## src/rtl/wptr_full_gen_if.sv

```systemverilog
// Write-side bus of the async FIFO pointer block: producer request, synchronized
// read pointer in; RAM write controls, Gray pointer and status flags out.
// The walmost_full member exists only when WPTR_ALMOST_FULL_EN is defined.
interface wptr_full_gen_if #(
  parameter int unsigned ADDR_SIZE = 3
);
  logic                 winc;
  logic [ADDR_SIZE:0]   wq2_rptr;
  logic                 wen;
  logic [ADDR_SIZE-1:0] waddr;
  logic [ADDR_SIZE:0]   wptr;
  logic                 wfull;
  logic                 wovf;
`ifdef WPTR_ALMOST_FULL_EN
  logic                 walmost_full;

  modport master (
    output winc, wq2_rptr,
    input  wen, waddr, wptr, wfull, wovf, walmost_full
  );

  modport slave (
    input  winc, wq2_rptr,
    output wen, waddr, wptr, wfull, wovf, walmost_full
  );
`else
  modport master (
    output winc, wq2_rptr,
    input  wen, waddr, wptr, wfull, wovf
  );

  modport slave (
    input  winc, wq2_rptr,
    output wen, waddr, wptr, wfull, wovf
  );
`endif
endinterface

```

## src/rtl/wptr_full_gen.sv

```systemverilog
// Write-domain pointer and full-flag generator for the async FIFO.
// Keeps a binary write pointer plus its registered Gray copy (sent to the
// read-domain synchronizer), drives RAM write controls, and derives a
// registered full flag and a sticky overflow flag from the synchronized
// read pointer. Optional almost-full flag: define WPTR_ALMOST_FULL_EN.
// ADDR_SIZE must be at least 2.
module wptr_full_gen #(
  parameter int unsigned ADDR_SIZE = 3
`ifdef WPTR_ALMOST_FULL_EN
  , parameter int unsigned AFULL_GAP = 2
`endif
) (
  input  logic           clk,
  input  logic           rst,
  wptr_full_gen_if.slave bus
);

  logic [ADDR_SIZE:0] wbin_q, wbin_d;
  logic [ADDR_SIZE:0] wptr_q, wgray_d;
  logic [ADDR_SIZE:0] rptr_full;
  logic               accept;
  logic               wfull_q, wfull_d;
  logic               wovf_q, wovf_d;

  // Next-state: advance on accepted write, compare Gray pointers for full.
  always_comb begin
    // Gated by rst so no write is ever signalled to the RAM during reset.
    accept  = bus.winc & ~wfull_q & rst;
    wbin_d  = wbin_q + {{ADDR_SIZE{1'b0}}, accept};
    wgray_d = (wbin_d >> 1) ^ wbin_d;
    // Full when write pointer is one lap ahead: top two Gray bits inverted.
    rptr_full = bus.wq2_rptr ^ {2'b11, {(ADDR_SIZE - 1){1'b0}}};
    wfull_d   = (wgray_d == rptr_full);
    // Rejection uses the registered full flag, so a same-cycle read release
    // does not rescue a write attempted while full.
    wovf_d    = wovf_q | (bus.winc & wfull_q);
  end

  // State registers with asynchronous active-low reset.
  always_ff @(posedge clk or negedge rst) begin
    if (!rst) begin
      wbin_q  <= '0;
      wptr_q  <= '0;
      wfull_q <= 1'b0;
      wovf_q  <= 1'b0;
    end else begin
      wbin_q  <= wbin_d;
      wptr_q  <= wgray_d;
      wfull_q <= wfull_d;
      wovf_q  <= wovf_d;
    end
  end

  // Output drive.
  always_comb begin
    bus.wen   = accept;
    bus.waddr = wbin_q[ADDR_SIZE-1:0];
    bus.wptr  = wptr_q;
    bus.wfull = wfull_q;
    bus.wovf  = wovf_q;
  end

`ifdef WPTR_ALMOST_FULL_EN
  localparam int unsigned        Depth    = 1 << ADDR_SIZE;
  localparam logic [ADDR_SIZE:0] AfThresh = (ADDR_SIZE + 1)'(Depth - AFULL_GAP);

  logic [ADDR_SIZE:0] rq_bin;
  logic [ADDR_SIZE:0] level;
  logic               walmost_full_q, walmost_full_d;

  // Convert synchronized read pointer to binary and compute occupancy.
  always_comb begin
    rq_bin            = '0;
    rq_bin[ADDR_SIZE] = bus.wq2_rptr[ADDR_SIZE];
    for (int i = int'(ADDR_SIZE) - 1; i >= 0; i--) begin
      rq_bin[i] = rq_bin[i+1] ^ bus.wq2_rptr[i];
    end
    level          = wbin_d - rq_bin;
    walmost_full_d = (level >= AfThresh);
  end

  // Almost-full register.
  always_ff @(posedge clk or negedge rst) begin
    if (!rst) begin
      walmost_full_q <= 1'b0;
    end else begin
      walmost_full_q <= walmost_full_d;
    end
  end

  // Almost-full output drive.
  always_comb begin
    bus.walmost_full = walmost_full_q;
  end
`endif

endmodule
```

## src/flat_wrapper.sv

```systemverilog
// flat-port wrapper written by rule: the top's interface ports become plain ports
module wptr_full_gen_flat 
#(
  parameter int unsigned ADDR_SIZE = 3

)
  (clk, rst, bus_winc, bus_wq2_rptr, bus_wen, bus_waddr, bus_wptr, bus_wfull, bus_wovf);
  wptr_full_gen_if #(.ADDR_SIZE(ADDR_SIZE)) bus_i ();
  input  logic clk;
  input  logic rst;
  input wire logic [$bits(bus_i.winc)-1:0] bus_winc;
  input wire logic [$bits(bus_i.wq2_rptr)-1:0] bus_wq2_rptr;
  output wire logic [$bits(bus_i.wen)-1:0] bus_wen;
  output wire logic [$bits(bus_i.waddr)-1:0] bus_waddr;
  output wire logic [$bits(bus_i.wptr)-1:0] bus_wptr;
  output wire logic [$bits(bus_i.wfull)-1:0] bus_wfull;
  output wire logic [$bits(bus_i.wovf)-1:0] bus_wovf;
  assign bus_i.winc = bus_winc;
  assign bus_i.wq2_rptr = bus_wq2_rptr;
  assign bus_wen = bus_i.wen;
  assign bus_waddr = bus_i.waddr;
  assign bus_wptr = bus_i.wptr;
  assign bus_wfull = bus_i.wfull;
  assign bus_wovf = bus_i.wovf;
  wptr_full_gen #(.ADDR_SIZE(ADDR_SIZE)) u_core (.clk(clk), .rst(rst), .bus(bus_i));
endmodule
```

## config.mk

```make
export PLATFORM = sky130hd
export DESIGN_NAME = wptr_full_gen_flat
export DESIGN_NICKNAME = d
export VERILOG_FILES = /design/src/rtl/wptr_full_gen_if.sv /design/src/rtl/wptr_full_gen.sv /design/src/flat_wrapper.sv
export SDC_FILE = /design/constraint.sdc
export NUM_CORES = 1
export LEC_CHECK = 0
export BUFFER_PORTS_ARGS = -buffer_cell sky130_fd_sc_hd__buf_2
export CORE_AREA = 2 2 39 41
export CTS_CLUSTER_DIAMETER = 100
export CTS_CLUSTER_SIZE = 16
export DETAILED_ROUTE_END_ITERATION = 10
export DIE_AREA = 0 0 41 43
export SLEW_MARGIN = 20
export SYNTH_ARGS = -nofsm -noshare
export SYNTH_HDL_FRONTEND = slang
export SYNTH_SLANG_ARGS = --single-unit
export TNS_END_PERCENT = 1
```

## constraint.sdc

```tcl
create_clock -name clk -period 2 [get_ports clk]
set_input_delay 0.2 -clock clk [delete_from_list [all_inputs] [get_ports clk]]
set_output_delay 0.2 -clock clk [all_outputs]
set_load 0.01 [all_outputs]
```

==> results of run 1 <==
-- cells by family after synthesis --
group                    share of synthesized area [%]
AND/OR/NAND/NOR                                  9.177
AO/OA/AOI/OAI                                    3.936
buffers and inverters                           0.9827
adder cells (fa/ha/maj)                          6.556
flip-flops                                       59.02
XOR/XNOR                                         20.33
-- cell usage in the layout (no fill, tap or decap) --
cell	count
a22oi_1	1
clkbuf_1	1
a21o_1	1
dlygate4sd3_1	1
clkbuf_4	3
buf_4	2
nand3_1	3
or3_1	2
ha_1	2
buf_2	16
dfrtp_1	9
inv_1	1
nor2_2	1
xnor2_1	1
xor2_2	1
xor2_1	6
nand2_1	1
-- worst register-to-register path, cell delays in order (launching register included) --
cell and delay, ns:
dfrtp_1 0.39, nor2_2 0.13, ha_1 0.18, ha_1 0.19, xor2_2 0.25, xor2_1 0.12, or3_1 0.35, a22oi_1 0.19
-- through the flow --
stage	total power [W]	hold WS [ns]
CTS	0.0008875	0.1701
detailed placement	0.0007495	0.1338
global placement	0.0007460	0.1385
floorplan	0.0005880	-0.09559
global route	0.0009557	0.1874
finish	0.0008760	0.1752
-- cell type report --
| class | instances | area [µm²] | share of cell area (%) |
|---|---|---|---|
| clock buffer | 4 | 26.28 | 4.907 |
| inverter | 1 | 3.754 | 0.7009 |
| multi-input combinational | 19 | 155.1 | 28.97 |
| sequential | 9 | 225.2 | 42.06 |
| tap | 16 | 20.02 | 3.738 |
| timing repair buffer | 19 | 105.1 | 19.63 |
-- worst paths after layout --
| check | to | cells after the start | slack [ns] |
|---|---|---|---|
| worst max-delay path | u_core.bus.wfull | 7 | 0.13 |
| worst min-delay path | u_core.bus.wovf | 2 | 0.18 |
| worst max register to register | u_core.bus.wfull | 7 | 0.13 |
| worst min register to register | u_core.bus.wovf | 1 | 0.45 |
| max in group asynchronous | u_core.bus.wfull | 3 | 1.46 |
| min in group asynchronous | u_core.bus.wptr[1] | 3 | 0.41 |
-- synthesized netlist by cell type, drive strengths merged --
library cell | n | area [µm²]
xnor2 | 1 | 8.760
nor2 | 1 | 3.750
ha | 2 | 25.02
nand3 | 3 | 15.01
xor2 | 7 | 68.82
a21o | 1 | 7.510
a22oi | 1 | 7.510
or3 | 2 | 12.51
dfrtp | 9 | 225.2
inv | 1 | 3.750
nand2 | 1 | 3.750
-- layer usage --
layer / vias to the layer above / share of wire, % / GRT usage [%]
met3: 0 / 9.3 / 3.141
met5: - / 0 / 0
met1: 128 / 42 / 12.84
met4: 0 / 0 / 8.000
li1: 143 / - / -
met2: 10 / 49 / 12.19
-- power groups by stage --
stage / Combinational (W) / Clock, W / Sequential [W]
2_1_floorplan: 0.000213 / 0 / 0.000375
3_5_place_dp: 0.000419 / 0 / 0.000331
3_3_place_gp: 0.000418 / 0 / 0.000328
6_report: 0.000418 / 0.000133 / 0.000325
4_1_cts: 0.000422 / 0.000139 / 0.000327
5_1_grt: 0.000469 / 0.000149 / 0.000338
-- sequential cells by signal (all words and copies together), names as in the netlist --
name	count
u_core.bus.wovf	1
u_core.wbin_q	4
u_core.bus.wptr	3
u_core.bus.wfull	1
==> metrics.txt, run 1 <==
DR WL/cell 9.691 µm; worst clock skew 0.002185 ns; die height 43 µm; final setup vio count 0; Fin. Hold Viols 0; layout cells sized above 1 44.23%; Syn Nets 38; TritonCTS clock tree yes; Syn. warnings 0; Synth cell types 12; Detailed Place HPWL 550.2 µm; IO Pins 17; diode count 0; leakage power total 0.2757 nW; nets@finish 62; Area Overhead vs Synth 40.33%; Final Util 38.70%; PD cells 1636 nW/µm²; CP startpoint kind flop; vias in the first global route 256; clock transition at the registers of the reported paths 0.06 ns; peak supply drop 0.4869 mV; first-pass GRT wire length 1.117 mm; max-capacitance violation count 0; NetSw 0.0003289 W; Avg Inst Size Synth 13.16 µm²; setup TNS 0 ns; Post-Syn Instances 29; Final Critical Period 1.873 ns; Mapped Area 381.6 µm²; fill cell count 138; CP bufs+invs 0; placed cells 63; Crit Path Class flop to flop; Max Root-Sink Buffers 2; dpl ws 0.1477 ns; Hold Path Class input pin to flop; clk sink count 9; DR iter-0 viols 2; Area after DPL 499.2 µm²; cts hold-fix bufs 1; setup ws final 0.1271 ns; Max Freq 533.9 MHz; vias per std cell 4.132; worst path arrival time 2.04 ns; Critical Path RT 2.16 ns; Routability Congestion 0.7081; worst rel slew slack 79.15%; largest fanout on the critical path 3; unrepaired setup endpoints after global routing false; clk root buf clkbuf_4; Worst Tran Pin Value 0.3117 ns; crit-path leading delay family simple AND/OR/NAND/NOR gates; Cell Rows 14; Max H-tree Level 1; cell breakdown of the critical path nor2_2 > ha_1 > ha_1 > xor2_2 > xor2_1 > or3_1 > a22oi_1; Internal Power 0.0005470 W; largest net degree at the start of global routing 10; worst reg2reg startpoint u_core.bus.wfull; Comb pwr share 47.8%; number of port buffers 16; crit-path max cell delay 0.39 ns; GR Util All Layers 9.684%; hold_sp bus_winc; critical path launch point u_core.bus.wfull; non-filler cells, final 68; Critical Path Sink Type flop; total CTS buffers 3; setup repair bufs after CTS 0; Initial Utilization 27.58%; count of pins over their slew limit 0; most frequent cell on the critical path ha_1; vias 281; Routed WL 659 µm; Pre-antenna DRT Iters 2; Slowest-stage cell, CP dfrtp_1; drt drc 0; status complete, no violations; core area 1384 µm²; design area 535.5 µm²; later-pin clock latency in the skew report 0.25 ns; initial antenna violation count 0; sw frac 37.55%; die area 1763 µm²; total gr overflow 0; antenna-violating nets left 0; register area share after synthesis 59.02%; flop and latch count out of synthesis 9; Final period util 93.64%; cells resized by post-CTS repair 0; Reg power frac 37.1%; width of the chip 41 µm; clock network power share 15.2%
Note: power is estimated with default switching activity, not from simulation.
==> run 2, diff against run 1 <==
==> constraint.sdc (replaced) <==
create_clock -name clk -period 1.7 [get_ports clk]
set_input_delay 0.17 -clock clk [delete_from_list [all_inputs] [get_ports clk]]
set_output_delay 0.17 -clock clk [all_outputs]
set_load 0.01 [all_outputs]
==> run 2 against run 1 <==
- the run now ends with setup timing left
- sequential share of layout area is 3.5 points lower
- cell count is 1.5% higher
- power is 28% higher
- maximum frequency is 10% higher
- count of clock-buffer cells in the layout stayed put
- routed wire length is 3.0% higher
- combinational power is 35% higher
- worst setup slack worse by 0.13 ns
- critical path type unchanged
- critical endpoint unchanged
- largest power group unchanged
- highest routed layer is now met4
==> metrics.txt, run 2 (synthesis results as in run 1) <==
status finished with violations; failing checks setup timing; Hold Path Class input pin to flop; non-filler cells, final 69; Reg power frac 35.9%; Critical Path Sink Type flop; setup ws final -0.001068 ns; Internal Power 0.0007058 W; most common cell after layout, fill and taps aside buf_2; Max H-tree Level 1; Fin. Hold Viols 0; Final Critical Period 1.701 ns; Pre-antenna DRT Iters 4; cells resized by post-CTS repair 0; Area Overhead vs Synth 53.11%; later-pin clock latency in the skew report 0.25 ns; NetSw 0.0004181 W; total CTS buffers 3; nets@finish 63; width of the chip 41 µm; final setup vio count 1; clock transition at the registers of the reported paths 0.06 ns; Detailed Place HPWL 560.5 µm; setup repair bufs after CTS 0; die height 43 µm; GR Util All Layers 9.694%; PD cells 1923 nW/µm²; Area after DPL 548.0 µm²; dpl ws -0.01090 ns; GR Util met1 10.17%; clk sink count 9; Final Util 42.22%; fill cell count 139; max-capacitance violation count 0; worst clock skew 0.0003863 ns; Comb pwr share 50.2%; initial antenna violation count 0; grt met3 use 1.571%; Largest Register u_core.wbin_q; total gr overflow 0; antenna-violating nets left 0; Routability Congestion 0.6786; unrepaired setup endpoints after global routing true; count of pins over their slew limit 0; TritonCTS clock tree yes; largest net degree at the start of global routing 10; GRT Max-Usage Layer met4; design area 584.3 µm²; vias per std cell 4.217; largest fanout on the critical path 3; most frequent cells in the layout buf_2, dfrtp_1, xor2_1; Max Freq 587.9 MHz; DR WL/cell 9.841 µm; vias 291; Crit Path Class flop to flop; DR iter-0 viols 6; clock network power share 13.9%; leakage power total 0.2816 nW; drt drc 0; die area 1763 µm²; Critical Path RT 1.87 ns; placed cells 64; first-pass GRT wire length 1.021 mm; clk root buf clkbuf_4; Max Root-Sink Buffers 2; number of port buffers 16; worst path arrival time 1.87 ns; met2 Usage GRT 12.81%; CP startpoint kind flop; Cell Rows 14; sw frac 37.20%; Routed WL 679 µm; vias in the first global route 258; setup TNS -0.001068 ns; Worst Tran Pin Value 0.3307 ns; Final period util 100.1%; core area 1384 µm²; peak supply drop 0.5801 mV; worst rel slew slack 77.88%; diode count 0; layout cells sized above 1 49.06%; IO Pins 17; max FFs per register 4; Initial Utilization 27.58%
-- run 2: final cells by class --
class	instances	area, µm²	share of cell area [%]
sequential	9	225.2	38.54
multi-input combinational	19	196.4	33.62
timing repair buffer	20	112.6	19.27
clock buffer	4	26.28	4.497
tap	16	20.02	3.426
inverter	1	3.754	0.6424
-- run 2: power groups by stage --
stage / Combinational [W] / Clock (W) / Sequential (W)
finish: 0.000564 / 0.000157 / 0.000403
CTS: 0.000573 / 0.000166 / 0.000404
global route: 0.000620 / 0.000175 / 0.000417
floorplan: 0.000303 / 0 / 0.000465
global placement: 0.000562 / 0 / 0.000408
detailed placement: 0.000569 / 0 / 0.000408
-- run 2: what timing repair did --
| action | in CTS | in global routing |
|---|---|---|
| endpoints found under the hold margin | 9 | 0 |
| gates cloned | 0 | 0 |
| setup endpoints to repair | 1 | 1 |
| hold buffers | 1 | 0 |
-- run 2: worst max-delay path, stage by stage (launching register included) --
cell and delay [ns]:
dfrtp_1 0.41, nor2_4 0.11, ha_4 0.15, ha_4 0.14, xor2_4 0.19, xor2_1 0.11, or3_1 0.34, a22oi_1 0.16
-- run 2: path summary, 6_finish.rpt --
| path | from | slack [ns] | depth (start not counted) | end |
|---|---|---|---|---|
| min | bus_winc | 0.14 | 2 | u_core.bus.wovf |
| min reg2reg | u_core.bus.wovf | 0.46 | 1 | u_core.bus.wovf |
| max reg2reg | u_core.bus.wfull | -0.001 | 7 | u_core.bus.wfull |
| max in group asynchronous | rst | 1.17 | 3 | u_core.wbin_q[3] |
| min in group asynchronous | rst | 0.40 | 3 | u_core.bus.wovf |
| max | u_core.bus.wfull | -0.001 | 7 | u_core.bus.wfull |
-- run 2: metrics by stage --
stage                     hold WS [ns]  power (W)
after floorplan                -0.1256  0.0007678
after global placement         0.09361  0.0009698
after detailed placement       0.09900  0.0009773
after CTS                       0.1334   0.001143
after global routing            0.1482   0.001212
final                           0.1391   0.001124
-- run 2: metal layers --
| metal | vias to the layer above | part of all wire [%] |
|---|---|---|
| met3 | 2 | 3.8 |
| li1 | 144 | - |
| met4 | 0 | 3.1 |
| met1 | 137 | 41 |
| met2 | 8 | 52 |
| met5 | - | 0 |
==> run 3, diff against run 2 <==
--- a/config.mk
+++ b/config.mk
@@ -11,6 +11,7 @@
 export CTS_CLUSTER_SIZE = 16
 export DETAILED_ROUTE_END_ITERATION = 10
 export DIE_AREA = 0 0 41 43
+export REMOVE_ABC_BUFFERS = 1
 export SLEW_MARGIN = 20
 export SYNTH_ARGS = -nofsm -noshare
 export SYNTH_HDL_FRONTEND = slang
==> run 3 against run 2 <==
- the run still ends with setup timing left
- sequential share of layout area decreased by 3.5 points
- hold slack lost 0.0088 ns
- non-clock buffer count rose by 9
- critical path type unchanged
- largest power group unchanged
- highest routed layer unchanged
==> metrics.txt, run 3 (synthesis results as in run 1) <==
vias per std cell 4.141; Area after DPL 534.3 µm²; Max H-tree Level 1; largest fanout on the critical path 3; worst clock skew 0.0003423 ns; CP startpoint kind flop; worst rel slew slack 81.92%; Final Critical Period 1.777 ns; largest net degree at the start of global routing 10; setup ws final -0.07661 ns; total CTS buffers 3; Detailed Place HPWL 599 µm; count of pins over their slew limit 0; die height 43 µm; DR iter-0 viols 0; Fin Hold WS 0.1303 ns; leakage power total 0.3257 nW; Initial Utilization 27.58%; max-capacitance violation count 0; IO Pins 17; Fin. Hold Viols 0; Worst Tran Pin Value 0.2712 ns; number of port buffers 16; Hold Path Class input pin to flop; PD cells 1907 nW/µm²; Largest Register u_core.wbin_q; failing checks setup timing; layout cells sized above 1 58.06%; most common cell after layout, fill and taps aside buf_2; status finished with violations; total gr overflow 0; clock transition at the registers of the reported paths 0.06 ns; Routability Congestion 0.6834; first-pass GRT wire length 1.290 mm; nets@finish 72; TritonCTS clock tree yes; Cell Rows 14; final setup vio count 1; max FFs per register 4; clk sink count 9; worst path arrival time 1.95 ns; vias in the first global route 311; fill cell count 144; DR WL/cell 10.32 µm; Critical Path RT 1.88 ns; multi-input logic area 186.4 µm²; Critical Path Sink Type flop; GR Util All Layers 11.59%; unrepaired setup endpoints after global routing true; antenna-violating nets left 0; Crit Path Class flop to flop; diode count 0; Max Freq 562.9 MHz; core area 1384 µm²; FF/Latch Area 225.2 µm²; Pre-antenna DRT Iters 1; most frequent cells in the layout buf_2, buf_4, dfrtp_1; initial antenna violation count 0; design area 641.9 µm²; peak supply drop 0.7320 mV; Area Overhead vs Synth 68.20%; Max Root-Sink Buffers 2; later-pin clock latency in the skew report 0.25 ns; die area 1763 µm²; width of the chip 41 µm; drt drc 0; clk root buf clkbuf_4; Final period util 104.5%; Routed WL 805 µm; vias 323
## run 3: cell count changes in the layout (fill, tap and decap cells not counted), sizes merged
cell,previous run,this run
buf,19,28
## run 3: report_power, final
group | internal [W] | switching, W
Sequential | 0.000325 | 0.0000780
Combinational | 0.000363 | 0.000299
Clock | 0.0000902 | 0.0000700
Total | 0.000778 | 0.000447
## run 3: final cells by class
class                           instances  share of cell area, %
Sequential cell                         9                  35.09
Timing Repair Buffer                   29                  28.07
Inverter                                1                 0.5848
Multi-Input combinational cell         19                  29.04
Tap cell                               16                  3.119
Clock buffer                            4                  4.094
## run 3: routing by layer
metal / part of all wire, % / wire length [µm] / GRT usage (%)
met5: 0 / 0 / 0
met4: 0.99 / 8 / 8.000
met3: 5.3 / 43 / 3.141
met2: 56 / 450 / 17.19
met1: 38 / 303 / 13.71
## run 3: repair_timing
| item | in CTS | in global routing |
|---|---|---|
| hold buffers | 1 | 0 |
| endpoints found under the setup margin | 1 | 1 |
| pin swaps | 5 | 2 |
| buffers inserted | 2 | 3 |
| endpoints found under the hold margin | 9 | 0 |
| gates resized for setup | 5 | 1 |
## run 3: critical path: stages (launching register included)
cell	delay, ns
dfrtp_1	0.39
nor2_2	0.14
ha_2	0.22
ha_4	0.16
xor2_4	0.18
xor2_1	0.10
or3_1	0.36
a22oi_2	0.16
## run 3: worst paths after layout
path	from	to	slack, ns	cells past startpoint
hold / removal	bus_winc	u_core.bus.wovf	0.13	2
setup / recovery	u_core.bus.wfull	u_core.bus.wfull	-0.08	7
max in group asynchronous	rst	u_core.wbin_q[0]	1.20	3
hold reg to reg	u_core.bus.wovf	u_core.bus.wovf	0.45	1
min in group asynchronous	rst	u_core.bus.wptr[0]	0.38	3
setup reg to reg	u_core.bus.wfull	u_core.bus.wfull	-0.08	7
## run 3: through the flow
| stage | util (%) | worst slack (ns) | TNS (ns) | power (W) | std cells |
|---|---|---|---|---|---|
| after floorplan | - | -0.3082 | -0.3082 | 0.0006879 | 29 |
| after global placement | 38.61 | -0.1219 | -0.1219 | 0.0009315 | 68 |
| after detailed placement | 38.61 | -0.1832 | -0.1832 | 0.0009412 | 68 |
| after CTS | 44.39 | -0.05692 | -0.05692 | 0.001182 | 75 |
| after global routing | 46.38 | -0.1787 | -0.1787 | 0.001323 | 78 |
| final | 46.38 | -0.07661 | -0.07661 | 0.001224 | 78 |
